`src/rtl/reg_bus_pkg.sv`:
```
// rtl/reg_bus_pkg.sv - shared FSM state type and width helper for the register bus arbiter
package reg_bus_pkg;

  typedef enum logic [1:0] {
    IDLE   = 2'd0,
    ACCESS = 2'd1,
    ACK    = 2'd2
  } bus_state_t;

  // Index width for a requester count; never narrower than one bit.
  function automatic int idx_width(input int n);
    return (n > 1) ? $clog2(n) : 1;
  endfunction

endpackage

```
`src/rtl/reg_bus_arbiter_picker.sv`:
```
// rtl/reg_bus_arbiter_picker.sv - combinational round-robin picker (first request at or after rr_ptr)
module rr_priority_picker
  import reg_bus_pkg::*;
#(
  parameter int NrOfRequesters = 4,
  parameter int IdxBits        = idx_width(NrOfRequesters)
) (
  input  logic [NrOfRequesters-1:0] req,
  input  logic [IdxBits-1:0]        rr_ptr,
  output logic                      any_req,
  output logic [IdxBits-1:0]        sel_idx
);

  logic [NrOfRequesters-1:0] rotated;
  logic [IdxBits-1:0]        offset;
  logic [IdxBits:0]          sum;

  // Rotate so rr_ptr sits at bit 0, take the lowest set bit, then map the offset back.
  always_comb begin
    rotated = NrOfRequesters'({req, req} >> rr_ptr);
    offset  = '0;
    for (int k = NrOfRequesters - 1; k >= 0; k--) begin
      if (rotated[k]) offset = IdxBits'(k);
    end
    sum = {1'b0, rr_ptr} + {1'b0, offset};
    if (sum >= (IdxBits+1)'(NrOfRequesters)) sum = sum - (IdxBits+1)'(NrOfRequesters);
    any_req = |req;
    sel_idx = sum[IdxBits-1:0];
  end

endmodule

```
`src/rtl/reg_bus_arbiter.sv`:
```
// rtl/reg_bus_arbiter.sv - round-robin arbiter and access sequencer for a shared-bus register bank
module reg_bus_arbiter
  import reg_bus_pkg::*;
#(
  parameter int NrOfRequesters = 4,
  parameter int NrOfRegs       = 8,
  parameter int AddrBits       = 3,
  parameter int NrOfBits       = 32
) (
  input  logic                                Clock,
  input  logic                                Reset,
  input  logic                                Tick,
  input  logic [NrOfRequesters-1:0]           req,
  input  logic [NrOfRequesters-1:0]           we,
  input  logic [NrOfRequesters*AddrBits-1:0]  addr,
  input  logic [NrOfRequesters*NrOfBits-1:0]  wdata,
  input  logic [NrOfBits-1:0]                 rbus,
  output logic [NrOfRequesters-1:0]           grant,
  output logic [NrOfRequesters-1:0]           ack,
  output logic                                err,
  output logic [NrOfBits-1:0]                 rdata,
  output logic [NrOfRegs-1:0]                 reg_cs,
  output logic [NrOfRegs-1:0]                 reg_we,
  output logic [NrOfBits-1:0]                 reg_d,
  output logic                                busy
);

  localparam int IdxBits = idx_width(NrOfRequesters);
  localparam logic [AddrBits:0] RegLimit = (AddrBits+1)'(NrOfRegs);

  bus_state_t state, state_nxt;

  logic [IdxBits-1:0]        rr_ptr;
  logic [IdxBits-1:0]        owner;
  logic [IdxBits-1:0]        sel_idx;
  logic                      any_req;
  logic                      sel_we;
  logic [AddrBits-1:0]       sel_addr;
  logic [NrOfBits-1:0]       sel_wdata;
  logic                      lat_we;
  logic [AddrBits-1:0]       lat_addr;
  logic [NrOfBits-1:0]       lat_wdata;
  logic                      in_range;
  logic [NrOfRequesters-1:0] owner_onehot;
  logic [NrOfRegs-1:0]       addr_onehot;

  rr_priority_picker #(
    .NrOfRequesters(NrOfRequesters),
    .IdxBits       (IdxBits)
  ) u_picker (
    .req    (req),
    .rr_ptr (rr_ptr),
    .any_req(any_req),
    .sel_idx(sel_idx)
  );

  // Pull the selected master's request fields out of the packed buses.
  always_comb begin
    sel_we    = 1'b0;
    sel_addr  = '0;
    sel_wdata = '0;
    for (int i = 0; i < NrOfRequesters; i++) begin
      if (sel_idx == IdxBits'(i)) begin
        sel_we    = we[i];
        sel_addr  = addr[i*AddrBits +: AddrBits];
        sel_wdata = wdata[i*NrOfBits +: NrOfBits];
      end
    end
  end

  // One-hot decodes of the latched owner and address; out-of-range addresses decode to zero.
  always_comb begin
    for (int i = 0; i < NrOfRequesters; i++) owner_onehot[i] = (owner == IdxBits'(i));
    for (int r = 0; r < NrOfRegs; r++) addr_onehot[r] = (lat_addr == AddrBits'(r));
    in_range = ({1'b0, lat_addr} < RegLimit);
  end

  // State register; async reset drops state so reg_cs deasserts immediately.
  always_ff @(posedge Clock or posedge Reset) begin
    if (Reset) state <= IDLE;
    else       state <= state_nxt;
  end

  // Next state and outputs, decoded purely from registered state.
  always_comb begin
    state_nxt = state;
    grant     = '0;
    ack       = '0;
    err       = 1'b0;
    reg_cs    = '0;
    reg_we    = '0;
    reg_d     = '0;
    busy      = (state != IDLE);
    case (state)
      IDLE: begin
        if (Tick && any_req) state_nxt = ACCESS;
      end
      ACCESS: begin
        if (Tick) state_nxt = ACK;
        grant  = owner_onehot;
        reg_cs = addr_onehot;
        if (lat_we) begin
          reg_we = addr_onehot;
          reg_d  = lat_wdata;
        end
      end
      ACK: begin
        if (Tick) state_nxt = IDLE;
        grant = owner_onehot;
        ack   = owner_onehot;
        err   = !in_range;
      end
      default: state_nxt = IDLE;
    endcase
  end

  // Request latch, read capture and round-robin pointer, all advancing only on Tick.
  always_ff @(posedge Clock or posedge Reset) begin
    if (Reset) begin
      rr_ptr    <= '0;
      owner     <= '0;
      lat_we    <= 1'b0;
      lat_addr  <= '0;
      lat_wdata <= '0;
      rdata     <= '0;
    end else if (Tick) begin
      case (state)
        IDLE: begin
          if (any_req) begin
            owner     <= sel_idx;
            lat_we    <= sel_we;
            lat_addr  <= sel_addr;
            lat_wdata <= sel_wdata;
          end
        end
        ACCESS: begin
          if (!lat_we) rdata <= in_range ? rbus : '0;
        end
        ACK: begin
          rr_ptr <= (owner == IdxBits'(NrOfRequesters - 1)) ? '0 : owner + 1'b1;
        end
        default: ;
      endcase
    end
  end

endmodule

```
`config.mk`:
```
export PLATFORM = sky130hd
export DESIGN_NAME = reg_bus_arbiter
export DESIGN_NICKNAME = d
export VERILOG_FILES = /design/src/rtl/reg_bus_pkg.sv /design/src/rtl/reg_bus_arbiter_picker.sv /design/src/rtl/reg_bus_arbiter.sv
export SDC_FILE = /design/constraint.sdc
export NUM_CORES = 1
export LEC_CHECK = 0
export BUFFER_PORTS_ARGS = -buffer_cell sky130_fd_sc_hd__buf_4
export CORE_MARGIN = 8
export CORE_UTILIZATION = 33
export CTS_BUF_LIST = sky130_fd_sc_hd__clkbuf_16
export CTS_CLUSTER_DIAMETER = 60
export CTS_CLUSTER_SIZE = 14
export DETAILED_ROUTE_END_ITERATION = 10
export PLACE_DENSITY = 0.73
export SYNTH_ARGS = -nofsm -noshare
export SYNTH_HDL_FRONTEND = slang
export SYNTH_SLANG_ARGS = --single-unit
```
`constraint.sdc`:
```
create_clock -name Clock -period 7.4 [get_ports Clock]
set_clock_uncertainty 0.05 [all_clocks]
set_input_delay 1.48 -clock Clock [delete_from_list [all_inputs] [get_ports Clock]]
set_output_delay 1.48 -clock Clock [all_outputs]
set_load 0.1 [all_outputs]
```
Word-level counts from Yosys, hierarchy flattened

Index checks and enable logic that the tools add are counted.

Register bits after elaboration: 74
Logic and storage cells: 72

$add $sub $neg: 3
$lt $le $gt $ge: 1
Equality and inequality tests: 18
Shift-type cells: 1
Multiplexer cells: 29
Bitwise gates (word level): 1
Reduce and logical (&&, ||, !) cells: 12

Operators by type and width:

| cell                | count |
|---|---|
| $mux 32             | 6 |
| $mux 8              | 3 |
| $mux 2              | 9 |
| $eq 3x3->1 const B  | 4 |
| $mux 3              | 4 |
| $eq 2x2->1 const B  | 5 |
| $reduce_and 3->1    | 3 |
| $mux 4              | 2 |
| $shr 8x2->4         | 1 |
| $eq 2x1->1 const B  | 3 |
| $eq 3x2->1 const B  | 2 |
| $logic_not 2->1     | 3 |
| $ne 2x2->1 const B  | 3 |
| $pmux 2 s3          | 1 |
| $mux 1              | 4 |
| $reduce_or 4->1     | 1 |
| $add 2x2->3         | 1 |
| $eq 3x1->1 const B  | 1 |
| $ge 3x3->1 const B  | 1 |
| $logic_not 3->1     | 1 |
| $add 2x1->2 const B | 1 |
| $reduce_and 2->1    | 1 |
| $reduce_bool 2->1   | 1 |
| $reduce_or 2->1     | 1 |
| 3 further kinds     | 3 |

Longest topological paths before layout

Word-level depth: 13
Depth in mapped cells: 12

Hierarchy

A second synthesis with hierarchy kept.

Cell total of the unflattened synthesis: 406
Area total of the unflattened synthesis: 4,534.3 um^2

By module, submodules not included:

| module             | instances | cells an instance | area an instance (um^2) |
|---|---|---|---|
| reg_bus_arbiter    | 1         | 379               | 4,355.4 |
| rr_priority_picker | 1         | 27                | 178.9 |

Least setup slack after synthesis

Ideal clock, no wire load.

Path type: flip-flop to output port
Start point: register state[1]
End point: output port reg_we[0]
Data arrival time: 3,842 ps
Data required time: 5,870 ps
Setup slack: 2,028 ps
Stages on the path, launching flop included: 6
Path buffers: 1
Cell sequence: dfrtp_1 inv_1 ha_1 clkbuf_1 nand2_1 nor4_1

Longest elaborated chain between the ends: 2

RTL lines:

| item                     | line                  | text |
|---|---|---|
| start: declaration       | reg_bus_arbiter.sv:31 | `bus_state_t state, state_nxt;` |
| start signal: assignment | reg_bus_arbiter.sv:81 | `else state <= state_nxt;` |
| $eq 2x1->1               | reg_bus_arbiter.sv:94 | `case (state)` |
| $mux 8                   | reg_bus_arbiter.sv:94 |  |
| end: declaration         | reg_bus_arbiter.sv:23 | `output logic [NrOfRegs-1:0] reg_we,` |

Every way passes these cells.

Worst setup path in the final report

Start point: input port req[3]
End point: register lat_wdata[29]

Longest elaborated chain between the ends: 13

RTL lines:

| item                                      | line                         | text |
|---|---|---|
| start: declaration                        | reg_bus_arbiter.sv:13        | `input logic [NrOfRequesters-1:0] req,` |
| $shr 8x2->4                               | reg_bus_arbiter_picker.sv:20 | `rotated = NrOfRequesters'({req, req} >> rr_ptr);` |
| $mux 2 (4 in series)                      | reg_bus_arbiter_picker.sv:23 | `if (rotated[k]) offset = IdxBits'(k);` |
| $add 2x2->3                               | reg_bus_arbiter_picker.sv:25 | `sum = {1'b0, rr_ptr} + {1'b0, offset};` |
| $ge 3x3->1 or $sub 2x1->2 (tied branches) | reg_bus_arbiter_picker.sv:26 | `if (sum >= (IdxBits+1)'(NrOfRequesters)) sum = sum - (IdxBits+1)'(NrOfRequesters);` |
| $mux 2                                    | reg_bus_arbiter_picker.sv:26 |  |
| $logic_not 2->1                           | reg_bus_arbiter.sv:63        | `if (sel_idx == IdxBits'(i)) begin` |
| $mux 32 (4 in series)                     | reg_bus_arbiter.sv:63        |  |
| end signal: assignment                    | reg_bus_arbiter.sv:133       | `lat_wdata <= sel_wdata;` |
| end: declaration                          | reg_bus_arbiter.sv:42        | `logic [NrOfBits-1:0] lat_wdata;` |

Several ways; a longest one is shown, not always the timed one.
A chain may end at the register's enable or synchronous reset.

==> results.md <==
* Status: completed
* Max-cap violation count at 0
* Setup violators final at 0
* CP Launch Point: req[3]
* Fin area at between 7000 and 8000 sq um
* Max FO, Critical Path at 73
* Final Max Slew Viols at 0
* Post-synth top area share at 0.3922
* Most common library cells after synthesis: nand2_1 (82), dfrtp_1 (74), mux2_2 (39), a221o_1 (36), mux2i_1 (36)
* Largest net degree at the start of global routing at 75
* Global placement routability congestion at 0.8801
* Row cnt at 43
* DR iter-0 viols at 165
* Drt first pass iters at 4
* Arr. time, crit path at 3.95 ns
* Via density at 4.984
* Share of layout cells above drive strength 1 at 0.5271
* Die X at around 140 microns
* Peak VDD IR at ~0.42 mV
* Total I/O pin count at 273
* Mapped Area at 4722 sq um
* Final setup margin at 3.593 ns
* Hold Vio Cnt, Final at 0
* Die ar. at 18390 sq um
* Fillers at 1266
* Post-synth EDFFs at 0
* Crit path time final at 3.807 ns
* TritonCTS buffer count at 9
* Count leader, synth: nand2_1
* Main synth FF type: dfrtp_1
* Syn Nets at 636
* CTS Root Cell: clkbuf_16
* Crit path depth at 10
* Area Growth Syn to Fin at 51.38%
* Critical path launch point type: input pin
* Seq/Total Area, Yosys at 0.3922
* Critical path buffers and inverters at 3
* Cts repair resizes at 0
* Final nets at 889
* Mapped Cells at 444
* Post-DP HPWL at 12360 microns
* Worst R2R Path Depth at 8
* Post-Place Setup Slack at 3.284 ns
* DR WL/cell at roughly 18 microns
* Vias in the first global route at 4858
* Top delay family on crit path: compound AO/OA/AOI/OAI gates
* Worst-path clk slew at 0.05 ns
* Setup crit end: lat_wdata[29]$_DFFE_PP0P_
* H-tree lvl count at 3
* Port Buffer Count at 271
* Post-CTS Setup Bufs at 0
* Max clock buf depth at 2
* First-pass GRT wire length at approximately 24000 microns
* Crit path capture type: flip-flop
* Dpl cell area at slightly below 7000 sq um
* Remaining DRCs at 0
* Post-Route WL at 15670 microns
* Antenna cells at 0
* Critical-path top delay cell: mux2_2
* Critical Path Max Stage Delay at 0.40 ns
* R2r endpoint: lat_wdata[29]$_DFFE_PP0P_
* Pwr per Cell Area at 546.8 nW/um^2
* Hold Buf Count CTS at 0
* Starting Density at 0.3389
* Insertion delay to the later sink of the worst-skew pair at ~0.33 ns
* Largest area contributor in the netlist: dfrtp_1
* Gr usage total at 0.1642
* CTS tree: yes
* Core area at 13930 sq um
* Antenna viol nets, final at 0
* Final Cycle Share at 0.5145
* Synth top area cells: dfrtp_1 (39%), mux2_4 (9.5%), mux2_2 (9.3%), a221o_1 (7.6%), mux2i_1 (7.6%)
* Total gr overflow at 0
* Synth warn at 0
* R2r setup slk at roughly 4.3 ns
* Leak at 3.711 nW
* Num Clock Sinks at 74
* Critical-path cell list: buf_4 > inv_1 > o311a_2 > o21ai_0 > ha_1 > xnor2_2 > xnor2_4 > buf_12 > mux2_2 > a221o_1
* Yosys reg bits at 74
* Max Freq at 262.7 MHz
* Die height at between 100 and 150 microns
* R2r startpoint: rr_ptr[0]$_DFFE_PP0P_
* Max-slew headroom at 0.3925
* Total number of vias at between 4000 and 5000
* Setup_tns at 0 ns
* Required time worst endpoint at 7.55 ns
* Post-synth ARST share at 1.000
* Avg Cell Area, Syn at 10.64 sq um
* Initial antenna violation count at 0
* Hold Path Class: flip-flop to flip-flop
* Tightest Pin Transition at ~0.91 ns
* RSZ-0062 raised after global routing: false
* WS Path Type: input pin to flip-flop
* Distinct cells, synth at 37
## worst min path at each step
| stage | startpoint | endpoint | depth (start not counted) |
|---|---|---|---|
| 2_1_floorplan | lat_wdata[31]$_DFFE_PP0P_ | lat_wdata[31]$_DFFE_PP0P_ | 1 |
| 3_3_place_gp | rdata[14]$_DFFE_PP0P_ | rdata[14]$_DFFE_PP0P_ | 1 |
| 3_5_place_dp | rdata[23]$_DFFE_PP0P_ | rdata[23]$_DFFE_PP0P_ | 1 |
| 4_1_cts | rdata[23]$_DFFE_PP0P_ | rdata[23]$_DFFE_PP0P_ | 1 |
| 5_1_grt | lat_wdata[4]$_DFFE_PP0P_ | lat_wdata[4]$_DFFE_PP0P_ | 1 |
| 6_report | rdata[23]$_DFFE_PP0P_ | rdata[23]$_DFFE_PP0P_ | 1 |
## state kept, by name, indices dropped and copies added, names as in the netlist
| signal | flops |
|---|---|
| lat_wdata | 32 |
| rdata | 32 |
| lat_addr | 3 |
| owner | 2 |
| rr_ptr | 2 |
| state | 2 |
| lat_we | 1 |
## worst reg2reg max path: stages, from the launching register on
cell and delay (ns):
dfrtp_1 0.50, o311a_2 0.44, o21ai_0 0.19, ha_1 0.22, xnor2_2 0.17, xnor2_4 0.16, buf_12 0.39, mux2_2 0.51
a221o_1 0.32
## final cells by class
cell class / count / area (sq um) / share of cell area
well taps: 180 / 225.2 / 0.03151
clock inverters: 7 / 95.09 / 0.01330
repair buffers: 279 / 2107 / 0.2948
multi-input cells: 325 / 2613 / 0.3655
inverters: 8 / 31.28 / 0.004376
clock buffers: 9 / 225.2 / 0.03151
flip-flops and latches: 74 / 1852 / 0.2591
## placed cells by master, fill, tap and decap left out, types with 2 or more instances in the layout
master | netlist | routed
o2111ai_1 | 2 | 2
o21ai_0 | 4 | 4
dfrtp_1 | 74 | 74
nor3_1 | 7 | 7
nand2_1 | 82 | 82
a221o_1 | 36 | 36
buf_4 | 2 | 278
o211ai_1 | 2 | 2
mux2_2 | 39 | 39
bufinv_16 | 0 | 2
mux2i_1 | 36 | 36
and2_1 | 8 | 8
and3_1 | 33 | 33
nor2_2 | 2 | 2
clkinv_4 | 0 | 3
clkbuf_16 | 0 | 9
nand2b_1 | 3 | 3
clkinv_2 | 0 | 2
nor4_1 | 2 | 2
nand3_1 | 2 | 2
ha_1 | 9 | 9
nor2_1 | 15 | 14
inv_1 | 8 | 8
mux2_4 | 30 | 30
a21oi_1 | 3 | 3
## stage by stage
step                      hold WS, ns    util  std cells  power [W]
after floorplan                0.4215       -        444   0.003009
after global placement         0.4375  0.4900        866   0.003421
after detailed placement       0.4437  0.4900        866   0.003481
after CTS                      0.4564  0.5130        882   0.003950
after global routing           0.4698  0.5130        882   0.004108
final                          0.4542  0.5130        882   0.003909
## metal layers
layer,vias to the layer above,GRT usage,wire length (microns)
met1,2082,0.1725,5949
met2,199,0.2965,7990
met3,14,0.06602,1545
li1,2101,-,-
met4,0,0.04318,180
met5,-,0,0
## cell families (layout without fill, tap and decap cells)
group | after synthesis | after routing | synth area share
and+or+nand+nor | 155 | 155 | 0.1518
muxes | 105 | 105 | 0.2647
DFF | 74 | 74 | 0.3922
AOI/OAI and AO/OA | 53 | 53 | 0.1012
buffers and inverters | 45 | 303 | 0.05617
adders and majority gates | 9 | 9 | 0.02385
xor gates and xnor gates | 2 | 2 | 0.009276
other | 1 | 1 | 0.0007942
## power breakdown
group	switching, W	internal [W]
Clock	0.000166	0.000295
Combinational	0.00177	0.000928
Sequential	0.000136	0.000610
Total	0.00208	0.00183
Power figures use the tool's default switching activity.
